--- src/rtl/mips_mc_control.sv ---
// Multicycle MIPS control unit: Moore FSM decoding opcode/funct into ALU,
// operand-select and write-enable controls, stalling on the memory ready handshake.
module mips_mc_control (
    input  logic       clk,
    input  logic       rst,
    input  logic [5:0] opcode,
    input  logic [5:0] funct,
    input  logic       alu_zero,
    input  logic       mem_ready,
    output logic [3:0] alu_ct,
    output logic       alu_src_a,
    output logic [1:0] alu_src_b,
    output logic [1:0] pc_src,
    output logic       pc_en,
    output logic       iord,
    output logic       mem_req,
    output logic       mem_we,
    output logic       ir_we,
    output logic       reg_dst,
    output logic       mem_to_reg,
    output logic       reg_we,
    output logic       instr_done,
    output logic       illegal
);
    localparam logic [5:0] OP_R    = 6'b000000;
    localparam logic [5:0] OP_LW   = 6'b100011;
    localparam logic [5:0] OP_SW   = 6'b101011;
    localparam logic [5:0] OP_BEQ  = 6'b000100;
    localparam logic [5:0] OP_ADDI = 6'b001000;
    localparam logic [5:0] OP_J    = 6'b000010;
    localparam logic [5:0] FN_ADD  = 6'b100000;
    localparam logic [5:0] FN_SUB  = 6'b100010;
    localparam logic [5:0] FN_SLT  = 6'b101010;
    localparam logic [3:0] ALU_ADD = 4'b0010;
    localparam logic [3:0] ALU_SUB = 4'b0110;
    localparam logic [3:0] ALU_SLT = 4'b0000;

    typedef enum logic [3:0] {
        S_FETCH, S_DECODE, S_MEMADR, S_MEMRD, S_MEMWB, S_MEMWR, S_REX,
        S_RWB, S_IEX, S_IWB, S_BEQ, S_JMP, S_ILL
    } state_t;

    state_t     state, state_nx;
    logic [5:0] funct_q;
    logic       is_sw_q;
    logic       rtype_ok;

    assign rtype_ok = (funct == FN_ADD) || (funct == FN_SUB) || (funct == FN_SLT);

    // IR fields are captured in DECODE so later states never look at a live IR.
    always_ff @(posedge clk) begin
        if (!rst) begin
            state   <= S_FETCH;
            funct_q <= '0;
            is_sw_q <= 1'b0;
        end else begin
            state <= state_nx;
            if (state == S_DECODE) begin
                funct_q <= funct;
                is_sw_q <= (opcode == OP_SW);
            end
        end
    end

    always_comb begin
        state_nx   = state;
        alu_ct     = ALU_ADD;
        alu_src_a  = 1'b0;
        alu_src_b  = 2'b00;
        pc_src     = 2'b00;
        pc_en      = 1'b0;
        iord       = 1'b0;
        mem_req    = 1'b0;
        mem_we     = 1'b0;
        ir_we      = 1'b0;
        reg_dst    = 1'b0;
        mem_to_reg = 1'b0;
        reg_we     = 1'b0;
        instr_done = 1'b0;
        illegal    = 1'b0;
        case (state)
            S_FETCH: begin
                mem_req   = 1'b1;
                alu_src_b = 2'b01;
                ir_we     = mem_ready;
                pc_en     = mem_ready;
                if (mem_ready) state_nx = S_DECODE;
            end
            S_DECODE: begin
                alu_src_b = 2'b11;
                case (opcode)
                    OP_LW, OP_SW: state_nx = S_MEMADR;
                    OP_R:         state_nx = rtype_ok ? S_REX : S_ILL;
                    OP_ADDI:      state_nx = S_IEX;
                    OP_BEQ:       state_nx = S_BEQ;
                    OP_J:         state_nx = S_JMP;
                    default:      state_nx = S_ILL;
                endcase
            end
            S_MEMADR: begin
                alu_src_a = 1'b1;
                alu_src_b = 2'b10;
                state_nx  = is_sw_q ? S_MEMWR : S_MEMRD;
            end
            S_MEMRD: begin
                mem_req = 1'b1;
                iord    = 1'b1;
                if (mem_ready) state_nx = S_MEMWB;
            end
            S_MEMWB: begin
                reg_we     = 1'b1;
                mem_to_reg = 1'b1;
                instr_done = 1'b1;
                state_nx   = S_FETCH;
            end
            S_MEMWR: begin
                mem_req    = 1'b1;
                mem_we     = 1'b1;
                iord       = 1'b1;
                instr_done = mem_ready;
                if (mem_ready) state_nx = S_FETCH;
            end
            S_REX: begin
                alu_src_a = 1'b1;
                case (funct_q)
                    FN_SUB:  alu_ct = ALU_SUB;
                    FN_SLT:  alu_ct = ALU_SLT;
                    default: alu_ct = ALU_ADD;
                endcase
                state_nx = S_RWB;
            end
            S_RWB: begin
                reg_we     = 1'b1;
                reg_dst    = 1'b1;
                instr_done = 1'b1;
                state_nx   = S_FETCH;
            end
            S_IEX: begin
                alu_src_a = 1'b1;
                alu_src_b = 2'b10;
                state_nx  = S_IWB;
            end
            S_IWB: begin
                reg_we     = 1'b1;
                instr_done = 1'b1;
                state_nx   = S_FETCH;
            end
            S_BEQ: begin
                alu_src_a  = 1'b1;
                alu_ct     = ALU_SUB;
                pc_src     = 2'b01;
                pc_en      = alu_zero;
                instr_done = 1'b1;
                state_nx   = S_FETCH;
            end
            S_JMP: begin
                pc_src     = 2'b10;
                pc_en      = 1'b1;
                instr_done = 1'b1;
                state_nx   = S_FETCH;
            end
            S_ILL: begin
                illegal  = 1'b1;
                state_nx = S_FETCH;
            end
            default: state_nx = S_FETCH;
        endcase
        // Reset overrides everything so no write or request escapes while held.
        if (!rst) begin
            state_nx   = S_FETCH;
            alu_ct     = 4'b0000;
            alu_src_a  = 1'b0;
            alu_src_b  = 2'b00;
            pc_src     = 2'b00;
            pc_en      = 1'b0;
            iord       = 1'b0;
            mem_req    = 1'b0;
            mem_we     = 1'b0;
            ir_we      = 1'b0;
            reg_dst    = 1'b0;
            mem_to_reg = 1'b0;
            reg_we     = 1'b0;
            instr_done = 1'b0;
            illegal    = 1'b0;
        end
    end
endmodule

--- config.mk ---
export PLATFORM = sky130hd
export DESIGN_NAME = mips_mc_control
export DESIGN_NICKNAME = d
export VERILOG_FILES = /design/src/rtl/mips_mc_control.sv
export SDC_FILE = /design/constraint.sdc
export NUM_CORES = 1
export LEC_CHECK = 0
export ABC_AREA = 1
export CORE_MARGIN = 2
export CORE_UTILIZATION = 43
export DETAILED_ROUTE_END_ITERATION = 7
export GPL_TIMING_DRIVEN = 0
export PLACE_DENSITY = 0.84
export SYNTH_ARGS = -nofsm -noshare
export SYNTH_HDL_FRONTEND = slang
export SYNTH_SLANG_ARGS = --single-unit
--- constraint.sdc ---
create_clock -name clk -period 1.7 [get_ports clk]
set_input_delay 0.51 -clock clk [delete_from_list [all_inputs] [get_ports clk]]
set_output_delay 0.51 -clock clk [all_outputs]
set_load 0.03 [all_outputs]
==> results of run 1 <==
==> synth_stat cells, drive strengths merged <==
cell type,count
nand3b,3
o21ai,11
nor3,5
buf,3
inv,23
o211ai,1
clkbuf,2
a21oi,6
clkinv,1
o31ai,1
a211o,1
dfxtp,11
nand2,49
nor2,33
nand3,6
conb,1
nand4,1
a31oi,1
==> through the flow <==
stage	util [%]	cell area [um2]	hold WS, ps	setup slack, ps	instances
floorplan	-	1070	445	-86.6	160
global placement	72.0	1430	456	-1220	219
detailed placement	72.0	1430	457	-1230	219
CTS	84.2	1670	462	-487	241
==> repair_timing <==
item                                    in CTS
buffers inserted                            17
cloned                                       1
endpoints found under the setup margin      17
gates resized for setup                    128
pin swaps                                   12
==> logic make-up after synthesis <==
group                  count (synthesis)
flip-flops                            11
AND/OR/NAND/NOR                       97
AO/OA/AOI/OAI                         21
other                                  1
buffers and inverters                 29
==> impl_metrics.toml, run 1 <==
[status]
status = "aborted with a tool error"
haltStage = "global routing"
tool.error = "[ERROR DPL-0033] detailed placement checks failed during check placement."

[yosys]
synthTopCellsByArea = "dfxtp_1 24%, nand2_1 18%, nor2_1 11%, inv_1 7.7%, o21ai_0 4.9%"
ys_ff_latch = 11
synthMuxAreaShare_pct = 0
synth.distinct_cells = 26
synth_top_family_by_area = "simple AND/OR/NAND/NOR gates"
synthesis.area_um2 = 921
post-synth-top-area-cell = "dfxtp_1"
synth_xor_area_share_pct = 0
synth_adder_area_share_pct = 0
synth-compound-area-share_pct = 12.5
yosys.area_share.simple_pct = 50.1
seq_area_frac_synth_pct = 23.9
syn_area_per_cell_um2 = 5.79
ys_warn_count = 0
synthCells = 159
synth_top_area_share_pct = 23.9

[timing]
worstEpCategory = "top-level output"
crit_endpoint = "alu_ct[2]"

[die]
ios = 35
rows = 16
die_x_um = 50.3
die_h_um = 50.3
initial_utilization_pct = 46.5

[global_routing]
antenna_found_initial = 0
grt_max_degree = 11

[clock_tree]
numCtsBuffers = 3
cts_buffer_depth = 2
cts.sinks = 11
htree_levels = 1
cts-root-buf = "clkbuf_4"
cts_hold_buffers = 0

[placement]
portBuffers = 32
place.gp.congestion = 0.903
dp_hpwl_mm = 2.03
==> run 2, diff against run 1 <==
Settings changed: CORE_AREA from default to 2 2 63 65, CORE_MARGIN 2 to default, CORE_UTILIZATION 43 to default, DIE_AREA from default to 0 0 65 67, PLACE_DENSITY 0.84 to default, PLACE_DENSITY_LB_ADDON from default to 0.15.
==> impl_metrics.toml, run 2 <==
[die]
die_x_um = 65
ios = 35
rows = 22
die_area_um2 = 4360
initial_utilization_pct = 25.5
die_h_um = 67
core_um2 = 3610

[yosys]
synth.most_common_cell = "nand2_1"
synth_adder_area_share_pct = 0
synthTopCellsByArea = "dfxtp_1 24%, nand2_1 18%, nor2_1 11%, inv_1 7.7%, o21ai_0 4.9%"
ys_warn_count = 0
synth-edff-count = 0
synth_xor_area_share_pct = 0
synthMuxAreaShare_pct = 0
synth.distinct_cells = 26
async_flop_share_pct = 0
synth-main-ff-cell = "dfxtp_1"
seq_area_frac_synth_pct = 23.9
yosys.area_share.simple_pct = 50.1
synthesis.area_um2 = 921
post-synth-top-area-cell = "dfxtp_1"
synth_top_area_share_pct = 23.9
synthCells = 159
synth_top_family_by_area = "simple AND/OR/NAND/NOR gates"
yosys-top-cells-count = "44 x nand2_1, 27 x nor2_1, 19 x inv_1"
ys_ff_latch = 11
syn_area_per_cell_um2 = 5.79
synth-compound-area-share_pct = 12.5

[finish]
nNetsFinal = 236
largest_registers = "funct_q: 6 flops, state: 4 flops, is_sw_q: 1 flops"
final_cells = 267
final_cell_mix = "37 x nand2_1, 23 x buf_6, 17 x nor2_1, 16 x buf_4"
area_growth_pct = 104
finish.utilization_pct = 52.1
antenna_cells = 0
layout-drive-gt1-share_pct = 47.5
fill_cells = 363
layout_commonest_cell = "nand2_1"
top_register = "funct_q"
largest_register_ff_count = 6

[clock_tree]
cts.sinks = 11
numCtsBuffers = 3
insertion_delay_ps = 230
htree_levels = 1
cts_buffer_depth = 2
clkSlewWorstSetupHoldPaths_ps = 50
tritoncts = "done"
cts-root-buf = "clkbuf_8"

[routing]
drt-total-wl_mm = 3.00
vias = 1179
ant_nets = 0
via_per_inst = 4.42
drt_first_iter_violations = 15
wl_per_cell_um = 11.3
drc = 0
first_pass_iters = 4

[global_routing]
grt_max_degree = 11
grt_overflow = 0
grt_pass1_wl_mm = 4.71
antenna_found_initial = 0
grt_usage_pct = 13.8
grt_pass1_vias = 1126

[setup_path]
worst_ep_required_time_ps = 1190
cp_slowest_cell = "dfxtp_4"
cp.arrival_ps = 1560
path_cells = "inv_4 > nor3_4 > nand4_1 > buf_4 > o31ai_4 > buf_6"
crit_type = "reg2out"
crit_path_max_fanout = 5
max_stage_delay_ps = 400
path_delay_family = "flip-flops"
crit_buf_inv = 3
startpoint_type = "register"
cp-end-kind = "output pin"

[timing]
setup_viol = 17
rsz0062_at_grt = "true"
timing.final.crit_period_ps = 2070
timing.fmax_mhz = 483
finClkSkew_ps = 0.779
hold_viol_final = 0
slew_viol_final = 0
setup_tns_ps = -3090
finalCritPeriodShare_pct = 122
fin_ws_ps = -372

[min_path]
min_path_type = "reg2reg"

[power]
seqPwrFrac_pct = 22.7
power.total_mw = 1.86
internal_power_mw = 1.05
clkPwrFrac_pct = 13.8
ir_drop_v = 0.000272
powerDensity_nw_per_um2 = 992
switching_share_pct = 43.6
comb_power_share_pct = 63.4
switchingPower_uw = 813
cellLeakagePower_nw = 0.882

[status]
violations = "negative setup slack"
status = "complete, but fails checks"

[placement]
dp_cells = 240
place.gp.congestion = 0.793
dp_hpwl_mm = 2.06
portBuffers = 32

[flow_run]
cap_violations = 0
run 2: cell counts after synthesis:
No cell type changed its count.
run 2: path summary, 6_finish.rpt:
| kind | from | endpoint | slack [ps] | cells past startpoint |
|---|---|---|---|---|
| worst min register to register | is_sw_q | is_sw_q | 470 | 2 |
| worst min-delay path | is_sw_q | is_sw_q | 470 | 2 |
| worst max register to register | state[2] | state[0] | 230 | 10 |
| worst max-delay path | state[2] | alu_ct[2] | -370 | 6 |
run 2: repair_timing:
item | in CTS | in global routing
gates cloned | 1 | 0
gates resized for setup | 148 | 18
pin swaps | 15 | 16
hold buffers | 0 | 0
setup buffers | 18 | 5
endpoints found under the setup margin | 17 | 18
run 2: final cells by class:
type	instances	area [um2]	area share [%]
repair buffers	55	583	31.0
inverters	24	104	5.53
multi-input cells	120	796	42.3
clock buffers	4	45.0	2.40
well taps	48	60.1	3.20
flip-flops and latches	11	235	12.5
plain buffers	5	56.3	3.00
run 2: kinds of logic (layout without fill, tap and decap cells):
| kind of cell | Yosys count | in the layout |
|---|---|---|
| AO/OA/AOI/OAI | 21 | 21 |
| buffers and inverters | 29 | 88 |
| flip-flops | 11 | 11 |
| other | 1 | 2 |
| AND/OR/NAND/NOR | 97 | 97 |
run 2: routing by layer:
metal  track usage, %  vias up  share of wire, %
met1             14.9      533                43
met5                0        -                 0
met2             26.8       29                52
met4             4.79        0              0.90
li1                 -      615                 -
met3             2.20        2               4.9
run 2: power groups by stage:
stage          logic [mW]  clock network, mW  registers (mW)
6_report             1.18              0.258           0.424
5_1_grt              1.27              0.285           0.434
3_5_place_dp        0.820                  0           0.418
2_1_floorplan       0.602                  0           0.406
3_3_place_gp        0.816                  0           0.416
4_1_cts              1.02              0.268           0.423
run 2: metrics by stage:
stage          instance area [um2]  hold slack, ps  worst slack [ps]
4_1_cts                       1770             467              -382
6_report                      1880             467              -372
3_3_place_gp                  1450             456             -1240
2_1_floorplan                 1070             445             -86.6
3_5_place_dp                  1450             464             -1240
5_1_grt                       1880             490              -447
run 2: tightest hold or removal path: cells and delay by family (launching register included):
kind / cells / cell delay, ps
and+or+nand+nor: 1 / 60
AOI/OAI and AO/OA: 1 / 60
DFF: 1 / 310
No activity file was read; power rests on OpenSTA's default activity.
